<file path="src/rtl/if_id_register.sv">
// IF/ID pipeline register with stall hold buffer, flush bubbles,
// a post-reset wait cycle, and saturating stall/flush event counters.
module if_id_register #(
  parameter logic [31:0] NOP   = 32'h00000000,
  parameter int unsigned CNT_W = 16
) (
  input  logic             clk,
  input  logic             rst,
  input  logic             stall,
  input  logic             flush,
  input  logic [9:0]       PC,
  input  logic [9:0]       PCPlus1,
  input  logic [31:0]      instruction,
  output logic [9:0]       ID_PC,
  output logic [9:0]       ID_PCPlus1,
  output logic [31:0]      ID_instruction,
  output logic             ID_valid,
  output logic [CNT_W-1:0] stall_count,
  output logic [CNT_W-1:0] flush_count
);

  localparam logic [CNT_W-1:0] CNT_ONE = 1;

  typedef enum logic [1:0] {WAIT, RUN, HOLD} state_t;

  state_t state, state_nxt;

  logic [9:0]       hold_pc, hold_pcp1;
  logic [31:0]      hold_instr;

  logic [9:0]       pc_nxt, pcp1_nxt;
  logic [31:0]      instr_nxt;
  logic             valid_nxt;
  logic [9:0]       hold_pc_nxt, hold_pcp1_nxt;
  logic [31:0]      hold_instr_nxt;
  logic [CNT_W-1:0] stall_cnt_nxt, flush_cnt_nxt;

  // State register; reset always returns to the memory-latency wait state.
  always_ff @(posedge clk or negedge rst) begin
    if (!rst) state <= WAIT;
    else      state <= state_nxt;
  end

  // Next-state logic: flush wins over stall and always lands in RUN.
  always_comb begin
    state_nxt = state;
    case (state)
      WAIT:    state_nxt = RUN;
      RUN:     state_nxt = (!flush && stall) ? HOLD : RUN;
      HOLD:    state_nxt = (flush || !stall) ? RUN : HOLD;
      default: state_nxt = WAIT;
    endcase
  end

  // Next values for the decode-side registers, hold buffer and counters.
  always_comb begin
    pc_nxt         = ID_PC;
    pcp1_nxt       = ID_PCPlus1;
    instr_nxt      = ID_instruction;
    valid_nxt      = ID_valid;
    hold_pc_nxt    = hold_pc;
    hold_pcp1_nxt  = hold_pcp1;
    hold_instr_nxt = hold_instr;
    stall_cnt_nxt  = stall_count;
    flush_cnt_nxt  = flush_count;
    if (state != WAIT) begin
      if (stall && (stall_count != '1)) stall_cnt_nxt = stall_count + CNT_ONE;
      if (flush && (flush_count != '1)) flush_cnt_nxt = flush_count + CNT_ONE;
      if (flush) begin
        pc_nxt    = '0;
        pcp1_nxt  = '0;
        instr_nxt = NOP;
        valid_nxt = 1'b0;
      end else if (!stall) begin
        // Leaving HOLD replays the captured fetch; live inputs are re-presented later.
        if (state == HOLD) begin
          pc_nxt    = hold_pc;
          pcp1_nxt  = hold_pcp1;
          instr_nxt = hold_instr;
        end else begin
          pc_nxt    = PC;
          pcp1_nxt  = PCPlus1;
          instr_nxt = instruction;
        end
        valid_nxt = 1'b1;
      end else if (state == RUN) begin
        hold_pc_nxt    = PC;
        hold_pcp1_nxt  = PCPlus1;
        hold_instr_nxt = instruction;
      end
    end
  end

  // Output, hold-buffer and counter registers.
  always_ff @(posedge clk or negedge rst) begin
    if (!rst) begin
      ID_PC          <= '0;
      ID_PCPlus1     <= '0;
      ID_instruction <= NOP;
      ID_valid       <= 1'b0;
      hold_pc        <= '0;
      hold_pcp1      <= '0;
      hold_instr     <= '0;
      stall_count    <= '0;
      flush_count    <= '0;
    end else begin
      ID_PC          <= pc_nxt;
      ID_PCPlus1     <= pcp1_nxt;
      ID_instruction <= instr_nxt;
      ID_valid       <= valid_nxt;
      hold_pc        <= hold_pc_nxt;
      hold_pcp1      <= hold_pcp1_nxt;
      hold_instr     <= hold_instr_nxt;
      stall_count    <= stall_cnt_nxt;
      flush_count    <= flush_cnt_nxt;
    end
  end

endmodule

</file>
<file path="config.mk">
export PLATFORM = sky130hd
export DESIGN_NAME = if_id_register
export DESIGN_NICKNAME = d
export VERILOG_FILES = /design/src/rtl/if_id_register.sv
export SDC_FILE = /design/constraint.sdc
export NUM_CORES = 1
export LEC_CHECK = 0
export ABC_AREA = 0
export CAP_MARGIN = 15
export CELL_PAD_IN_SITES_DETAIL_PLACEMENT = 1
export CELL_PAD_IN_SITES_GLOBAL_PLACEMENT = 1
export CORE_AREA = 8 8 130 132
export CTS_CLUSTER_DIAMETER = 80
export DETAILED_ROUTE_END_ITERATION = 6
export DIE_AREA = 0 0 138 140
export PLACE_DENSITY = 0.85
export SETUP_SLACK_MARGIN = 0.02
export SLEW_MARGIN = 20
export SYNTH_ARGS = -nofsm -noshare
export SYNTH_HDL_FRONTEND = slang
export SYNTH_SLANG_ARGS = --single-unit
</file>
<file path="constraint.sdc">
create_clock -name clk -period 4.85 [get_ports clk]
set_clock_uncertainty 0.2 [all_clocks]
set_input_delay 0.97 -clock clk [delete_from_list [all_inputs] [get_ports clk]]
set_output_delay 0.97 -clock clk [all_outputs]
set_load 0.1 [all_outputs]
</file>
==> reports/results.txt, run 1 <==
Synth Cell Area = 6062 µm²
Filler cells = 1540
Post-DP HPWL = 11640 µm
CP startpoint kind = flop
Crit path max-delay cell type = clkdlybuf4s50_1
CTS H-tree depth = 4
Hold path depth = 2
Layout cells sized above 1 = 15.91%
Largest area contributor in the netlist = dfrtp_1
DRT antenna net count = 0
Routed via count = 4471
Longest Clk Path Bufs = 2
Hold path start = ID_instruction[2]
Clk Latency, worst-skew pair = 0.42 ns
FF+latch area = 3478 µm²
Nets = 705
PortBufs = 140
Initial drt markers = 189
Num CTS Buffers = 17
Gpl congestion = 0.8488
Worst path top cell family by delay = buffers and inverters
Worst-path fanout max = 9
#FFs+latches synth = 139
Syn Inst Count = 506
HP Class = reg2reg
Final Setup Violations = 0
Final Critical Period = 3.350 ns
Post-CTS Hold Buffers = 0
Worst-path clk slew = 0.06 ns
Syn_nets = 564
Area after DPL = 7651 µm²
Met3 Usage GRT = 6.558%
Worst Path Arrival = 2.18 ns
Met2 Track Usage GR = 29.82%
Buf/Inv on CP = 1
Clock sink count = 139
Hold slack = 0.2755 ns
CTS tree = done
Grt ovf = 0
Final Hold Fails = 0
Drt via density = 5.272
Largest net degree at the start of global routing = 75
Most crowded layer after global routing = met2
Buffer count from post-CTS setup fixing = 0
Max-cap viol count = 0
Diode count = 0
Unique masters post-synth = 44
Worst Hold End = ID_instruction[2]
Fmax achieved = 298.5 MHz
Total GRT Usage = 17.95%
Syn_area_per_cell = 11.98 µm²
WL/cell = 19.83 µm
Power Density = 546.3 nW/µm²
Rel. slew slack = 30.28%
Setup TNS = 0 ns
Critical path class = reg2out
Slowest stage delay, CP = 1.21 ns
GR Util met1 = 21.03%
Multi-input logic area = 2464 µm²
Worst vdd ir = 0.5814 mV
First-pass GRT wire length = 28030 µm
Row count = 45
Outcome = finished clean
Core footprint = 14860 µm²
Die Wd = 138 µm
Full die area = 19320 µm²
Crit path depth = 1
Unrepaired setup endpoints after global routing = no
Post-CTS resize count = 0
Area Growth Syn to Fin = 36.33%
Most area-consuming cells after synthesis = dfrtp_1 57%, mux2_2 10%, mux2i_1 8.8%
Worst Max-Slew Pin Slew = 1.043 ns
Antenna violations before repair = 0
Yosys warns = 0
Crit path required time = 3.68 ns
Root buffer cell = clkbuf_16
DRC = 0
Leakage power = 3.396 nW
Max-slew violations = 0
Cell area after layout = 8264 µm²
Vias in the first global route = 5225
Sequential fraction of the synthesis area = 57.38%
Reg2reg end = ID_instruction[16]
Cell depth of the worst flop-to-flop path = 4
Flop2flop setup slack = 2.14 ns
Total Wirelength = 16810 µm
Die height = 140 µm
CP Capture Type = output pin
First-pass DRT Iterations = 4
Post-synth top area share = 57.38%
I/O pins = 141
R2r startpoint = state[1]
CP Cell Sequence = clkdlybuf4s50_1
Initial Utilization = 40.78%
Final period util = 69.07%
==> report_power, final <==
group	internal, mW	switching, mW	leakage, nW
sequential	1.40	0.199	1.74
clock	0.849	0.487	0.289
combinational	0.430	1.15	1.37
total	2.68	1.84	3.40
==> synth_stat cells (all sizes together) <==
cell,n
nand3b,1
ha,2
nand2,64
xor2,17
o211ai,1
inv,5
clkbuf,8
o2111a,1
a2bb2oi,2
mux2i,53
o21ai,56
a211oi,3
dfrtp,139
or2,2
a21oi,6
nor2b,3
nor2,18
or3b,1
or3,3
nand3,9
nand4b,1
nor4b,2
and3,3
nor3,4
nor3b,1
nand2b,1
nor4,7
buf,17
nand4,8
and3b,1
a31oi,4
mux2,54
and4,1
xnor2,6
o2111ai,2
==> through the flow <==
stage	utilization [%]	power (mW)	std cells	worst slack, ns
floorplan	-	2.734	506	2.280
global placement	51.47	3.148	816	1.350
detailed placement	51.47	3.207	816	1.238
CTS	55.60	4.570	848	1.481
global route	55.60	4.703	848	1.445
finish	55.60	4.515	848	1.500
==> cells in the final DEF, fill, tap and decap left out, drive strengths merged, types with 3 or more instances in the layout <==
master,instances
dfrtp,139
clkdlybuf4s50,139
nand2,64
o21ai,56
mux2,54
mux2i,53
clkbuf,22
nor2,18
xor2,17
nand3,9
nand4,8
buf,8
nor4,7
xnor2,6
a21oi,6
inv,6
a31oi,4
nor3,4
clkinvlp,4
and3,3
bufinv,3
nor2b,3
a211oi,3
or3,3
==> logic make-up after synthesis <==
family | Yosys count | share of synthesized area (%)
AOI/OAI and AO/OA | 75 | 6.956
buffers and inverters | 30 | 2.415
DFF | 139 | 57.38
xor gates and xnor gates | 23 | 3.323
and+or+nand+nor | 130 | 10.73
adders and majority gates | 2 | 0.4127
muxes | 107 | 18.78
==> worst max path at each step <==
stage                     from               to
2_1_floorplan   flush_count[0]  flush_count[10]
3_3_place_gp             stall     hold_pcp1[1]
3_5_place_dp             stall   hold_instr[28]
4_1_cts        flush_count[15]  flush_count[15]
5_1_grt        flush_count[15]  flush_count[15]
6_report       flush_count[15]  flush_count[15]
==> metal layers <==
| layer | wire (µm) | part of all wire, % |
|---|---|---|
| met3 | 1121 | 6.7 |
| met5 | 0 | 0 |
| met2 | 8378 | 50 |
| met4 | 228 | 1.4 |
| met1 | 7085 | 42 |
==> sequential cells by signal, indices dropped and copies added (netlist names) <==
name	flops
ID_PC	10
ID_PCPlus1	10
ID_instruction	32
ID_valid	1
flush_count	16
hold_instr	32
hold_pc	10
hold_pcp1	10
stall_count	16
state	2
==> final cells by class <==
type | instances | area share [%]
multi-input combinational | 337 | 29.81
timing repair buffer | 147 | 17.61
clock inverter | 10 | 1.681
tap | 188 | 2.846
inverter | 5 | 0.2271
sequential | 139 | 42.09
clock buffer | 22 | 5.738
(Power assumes the default switching activity.)
==> inputs of run 2 (changes only) <==
Settings changed: CORE_AREA 8 8 130 132 to 8 8 139 141, DIE_AREA 0 0 138 140 to 0 0 147 149, PLACE_DENSITY 0.85 to 0.78.
Clock period 4.85 ns to 2.71 ns, I/O delays scaled along.
==> run 2 against run 1 <==
Cell count rose by 5.0%. Cell area about the same. Hold slack hardly changed. Routed wire length down 4.9%. Core utilization decreased by 7.2 points. Combinational power grew 75%. Non-clock buffer count grew 4. Register-to-register slack got worse by 1.6 ns. Sequential cell count unchanged. Die area grew 13%. Clock power rose by 99%. Critical endpoint is now stall_count[14].
==> reports/results.txt, run 2 (synthesis results as in run 1) <==
Outcome = finished clean
Buf/Inv on CP = 0 (-1)
Filler cells = 1822 (+18%)
Crit path depth = 5 (+4)
Final period util = 79.13%
First-pass DRT Iterations = 4 (unchanged)
I/O pins = 141 (unchanged)
CP startpoint kind = flop
Full die area = 21900 µm² (+13%)
Power Density = 1001 nW/µm² (+83%)
Total Wirelength = 15980 µm (-4.9%)
Crit path required time = 2.84 ns (-0.84 ns)
Die Wd = 147 µm (+6.5%)
Leakage power = 3.610 nW (+6.3%)
Grt ovf = 0 (unchanged)
CTS tree = done
Most frequent cells in the layout = 139 x dfrtp_1, 90 x buf_4, 64 x nand2_1
Worst path top cell family by delay = simple AND/OR/NAND/NOR gates
Worst vdd ir = 1.086 mV (+87%)
Core footprint = 17060 µm² (+15%)
Cell area after layout = 8263 µm² (about the same)
Crit path max-delay cell type = dfrtp_1
Num CTS Buffers = 17 (unchanged)
HP Class = reg2reg
Worst-path fanout max = 5 (-4)
Worst Path Arrival = 2.27 ns (+0.09 ns)
Worst-path clk slew = 0.06 ns (about the same)
Sw Pwr = 3.302 mW (+80%)
Setup ws final = 0.5657 ns (-0.9343 ns)
Layout cells sized above 1 = 29.37% (+13 points)
Routed via count = 4447 (-0.54%)
Total GRT Usage = 15.49% (-2.5 points)
CP Cell Sequence = ha_1 -> and3_1 -> or3b_4 -> nor4_1 -> xor2_1
Final Critical Period = 2.144 ns
Pre-CTS setup slack = 0.1751 ns (-1.063 ns)
Max-cap viol count = 0 (unchanged)
Worst Max-Slew Pin Slew = 0.5955 ns (-0.4471 ns)
Clock sink count = 139 (unchanged)
Initial drt markers = 172 (-9.0%)
Root buffer cell = clkbuf_16
Commonest non-fill, non-tap cell in the layout = dfrtp_1
Max-slew violations = 0 (unchanged)
First-pass GRT wire length = 27370 µm (-2.4%)
Antenna violations before repair = 0 (unchanged)
P_int = 4.973 mW (+86%)
Longest Clk Path Bufs = 2 (unchanged)
Power share of the clock group = 32.1% (+2.5 points)
Nets = 709 (+0.57%)
Buffer count from post-CTS setup fixing = 0 (unchanged)
CTS H-tree depth = 4 (unchanged)
DRC = 0 (unchanged)
Area Growth Syn to Fin = 36.31% (about the same)
Initial Utilization = 35.54% (-5.2 points)
Vias in the first global route = 5189 (-0.69%)
Area after DPL = 7570 µm² (-1.1%)
Largest net degree at the start of global routing = 54 (-28%)
Rel. slew slack = 60.30% (+30 points)
Slowest stage delay, CP = 0.44 ns (-0.77 ns)
Sequential share of power = 34.6% (-0.8 points)
Unrepaired setup endpoints after global routing = no
Final Hold Fails = 0 (unchanged)
Largest regs = ID_instruction x32, hold_instr x32
Setup TNS = 0 ns (unchanged)
Combinational Power Share = 33.3% (-1.7 points)
Final Setup Violations = 0 (unchanged)
Hold path depth = 2 (unchanged)
PortBufs = 140 (unchanged)
Clk Latency, worst-skew pair = 0.41 ns (about the same)
Hold slack = 0.2759 ns (+0.0003580 ns)
Sw frac = 39.90% (-0.78 points)
Gpl congestion = 0.8323 (-1.9%)
Drt via density = 4.997 (-5.2%)
Row count = 48 (+6.7%)
Fmax achieved = 466.3 MHz
Post-DP HPWL = 11380 µm (-2.3%)
WL/cell = 17.96 µm (-9.4%)
Critical path class = reg2reg
Die height = 149 µm (+6.4%)
DRT antenna net count = 0 (unchanged)
CP Capture Type = flop
Cell depth of the worst flop-to-flop path = 5 (+1)
[run 2: per-layer routing]
layer,vias up,track usage (%),share of wire [%]
li1,2076,-,-
met1,2261,17.95,42
met2,97,27.07,52
met3,13,4.945,5.2
met4,0,4.386,0.79
met5,-,0,0
[run 2: layout make-up]
cell class	instances	area, µm²	area share (%)
Antenna cell	1	2.502	0.03028
Clock buffer	18	439.2	5.315
Clock inverter	14	241.5	2.922
Inverter	5	18.77	0.2271
Multi-Input combinational cell	337	2464	29.82
Sequential cell	139	3478	42.10
Tap cell	225	281.5	3.407
Timing Repair Buffer	151	1338	16.19
[run 2: timing repair]
| action | CTS | global route |
|---|---|---|
| hold buffers | 1 | 0 |
| hold endpoints to repair | 39 | 0 |
| resized for setup | 0 | 0 |
[run 2: worst paths after layout]
| check | slack [ns] | from | endpoint |
|---|---|---|---|
| max reg2reg | 0.57 | stall_count[0] | stall_count[14] |
| min in group asynchronous | 0.42 | rst | flush_count[9] |
| max in group asynchronous | 1.27 | rst | hold_pcp1[9] |
| min | 0.28 | ID_PCPlus1[9] | ID_PCPlus1[9] |
| max | 0.57 | stall_count[0] | stall_count[14] |
| min reg2reg | 0.28 | ID_PCPlus1[9] | ID_PCPlus1[9] |
[run 2: worst register-to-register path, delay by kind of cell, from the launching register on]
family,cells,cell delay [ns]
AND/OR/NAND/NOR,3,0.99
flip-flops,1,0.44
XOR/XNOR,1,0.18
adder cells (fa/ha/maj),1,0.25
[run 2: stage by stage]
step	std cells	utilization [%]	power, mW
floorplan	506	-	4.893
global placement	856	44.38	5.587
detailed placement	856	44.38	5.689
CTS	889	48.43	8.389
global route	889	48.43	8.637
finish	890	48.44	8.275
[run 2: power by group through the flow]
stage	sequential, mW	combinational (mW)	clock (mW)
after global placement	2.86	2.73	0
after floorplan	4.31	0.587	0
after CTS	2.87	2.80	2.72
after global routing	2.93	2.90	2.81
final	2.86	2.76	2.66
after detailed placement	2.90	2.79	0
==> inputs of run 3 (changes only) <==
Settings changed: CORE_AREA 8 8 139 141 to 8 8 134 136, DIE_AREA 0 0 147 149 to 0 0 142 144, PLACE_DENSITY 0.78 to 0.8.
Clock period 2.71 ns to 2.1 ns, I/O delays scaled along.
==> run 3 against run 2 <==
Register-to-register slack got worse by 0.45 ns. First-iteration DRC count decreased by 10%. Global-route usage increased by 2.5 points. Via count increased by 2.5%. Critical path depth unchanged. Cell area increased by 15%. Sequential power increased by 36%. Highest routed layer unchanged.
==> reports/results.txt, run 3 (synthesis results as in run 1) <==
Outcome = finished clean
Worst vdd ir = 1.236 mV (+14%)
Worst-path fanout max = 5 (unchanged)
Total Wirelength = 17360 µm (+8.6%)
Gpl congestion = 0.8623 (+3.6%)
Pre-CTS setup slack = -0.2810 ns (-0.4561 ns)
Drt via density = 5.085 (+1.8%)
Final Critical Period = 1.986 ns (-0.1588 ns)
Full die area = 20450 µm² (-6.6%)
WL/cell = 19.38 µm (+7.9%)
Routed via count = 4556 (+2.5%)
Die height = 144 µm (-3.4%)
Vias in the first global route = 5146 (-0.83%)
R2r startpoint = stall_count[0]
Row count = 47 (-2.1%)
Worst-path clk slew = 0.06 ns (about the same)
First-pass GRT wire length = 28640 µm (+4.6%)
Largest net degree at the start of global routing = 57 (+5.6%)
Commonest non-fill, non-tap cell in the layout = dfrtp_1
Crit path required time = 2.23 ns (-0.61 ns)
Flop2flop setup slack = 0.11 ns (-0.45 ns)
Initial drt markers = 154 (-10%)
Cell depth of the worst flop-to-flop path = 5 (unchanged)
Die Wd = 142 µm (-3.4%)
First-pass DRT Iterations = 5 (+1)
Unrepaired setup endpoints after global routing = yes
Most frequent cells in the layout = 106 x dfrtp_1, 93 x buf_12, 64 x nand2_1
Final Hold Fails = 0 (unchanged)
Layout cells sized above 1 = 35.80% (+6.4 points)
DRT antenna net count = 0 (unchanged)
Nets = 723 (+2.0%)
CTS H-tree depth = 4 (unchanged)
Longest Clk Path Bufs = 2 (unchanged)
Clock sink count = 139 (unchanged)
PortBufs = 140 (unchanged)
Root buffer cell = clkbuf_16
Total GRT Usage = 17.95% (+2.5 points)
I/O pins = 141 (unchanged)
Final Setup Violations = 0 (unchanged)
Worst Max-Slew Pin Slew = 0.5158 ns (-0.07965 ns)
Power Density = 1195 nW/µm² (+19%)
Buffer count from post-CTS setup fixing = 0 (unchanged)
Rel. slew slack = 65.30% (+5.0 points)
CP startpoint kind = flop
HP Class = in2async
Max-slew violations = 0 (unchanged)
Max-cap viol count = 0 (unchanged)
Largest regs = ID_instruction x32, hold_instr x32
Post-DP HPWL = 12540 µm (+10%)
Antenna violations before repair = 0 (unchanged)
Grt ovf = 0 (unchanged)
DRC = 0 (unchanged)
Diode count = 0 (-1)
Area Growth Syn to Fin = 56.39%
Cell area after layout = 9480 µm² (+15%)
Initial Utilization = 37.76% (+2.2 points)
Clk Latency, worst-skew pair = 0.41 ns (about the same)
Setup ws final = 0.1145 ns (-0.4512 ns)
Reg2reg end = stall_count[14]
Fmax achieved = 503.6 MHz (+8.0%)
Critical path class = reg2reg
Worst Path Arrival = 2.12 ns (-0.15 ns)
CP Capture Type = flop
Leakage power = 3.898 nW (+8.0%)
Final period util = 94.55% (+15 points)
Area after DPL = 8872 µm² (+17%)
Core footprint = 16050 µm² (-5.9%)
Num CTS Buffers = 17 (unchanged)
CTS tree = done
[run 3: cell count changes in the layout (fill, tap and decap cells not counted), moves of 2 or more]
cell | before | now
buf_12 | 5 | 93
buf_4 | 90 | 16
dfrtp_1 | 139 | 106
dfrtp_2 | 0 | 23
dfrtp_4 | 0 | 10
bufinv_16 | 6 | 3
clkbuf_1 | 0 | 3
clkbuf_8 | 1 | 3
clkinv_4 | 3 | 1
ha_1 | 2 | 0
ha_4 | 0 | 2
inv_6 | 2 | 0
nor4_1 | 5 | 3
nor4_2 | 1 | 3
[run 3: layout make-up]
class / count / area, µm²
clock inverters: 7 / 116.4
clock buffers: 23 / 478.0
repair buffers: 165 / 2544
flip-flops and latches: 139 / 3545
fillers: 1607 / 6574
inverters: 5 / 18.77
multi-input cells: 337 / 2504
well taps: 220 / 275.3
[run 3: through the flow]
stage | setup TNS [ns] | util [%] | hold slack [ns] | std cells | power (mW)
final | 0 | 59.05 | 0.2920 | 896 | 11.33
after global routing | 0 | 59.05 | 0.3066 | 896 | 11.76
after CTS | 0 | 59.03 | 0.2927 | 896 | 11.45
after detailed placement | -19.55 | 55.26 | 0.1569 | 865 | 8.353
after global placement | -13.60 | 55.26 | 0.1541 | 865 | 8.177
after floorplan | 0 | - | -0.07559 | 506 | 6.401
[run 3: worst max path at each step]
stage	slack, ns	end	startpoint	depth (start not counted)
after global placement	-0.19	hold_pcp1[3]	stall	6
final	0.11	stall_count[14]	stall_count[0]	5
after global routing	0.01	stall_count[6]	stall_count[10]	4
after detailed placement	-0.28	stall_count[13]	stall	7
after floorplan	0.03	stall_count[1]	stall_count[13]	4
after CTS	0.11	stall_count[14]	stall_count[0]	5
[run 3: report_power, final]
part	total (mW)	internal (mW)	leakage (nW)	switching (mW)
Sequential	3.90	3.28	1.69	0.626
Clock	3.04	1.95	0.289	1.09
Combinational	4.39	1.68	1.92	2.71
[run 3: worst max-delay path, stage by stage (launching register included)]
cell	delay [ns]
dfrtp_4	0.48
ha_4	0.17
and3_1	0.18
or3b_4	0.42
nor4_2	0.30
xor2_1	0.17
[run 3: per-layer routing]
layer,part of all wire (%),vias up,global-route usage (%)
met4,1.5,0,5.992
met5,0,-,0
li1,-,2103,-
met1,40,2311,20.13
met2,52,123,31.34
met3,6.7,19,6.174
[run 3: repair_timing]
action | in CTS | in global routing
hold endpoints to repair | 38 | 0
hold buffers | 1 | 0
endpoints found under the setup margin | 0 | 3
resized for setup | 0 | 2
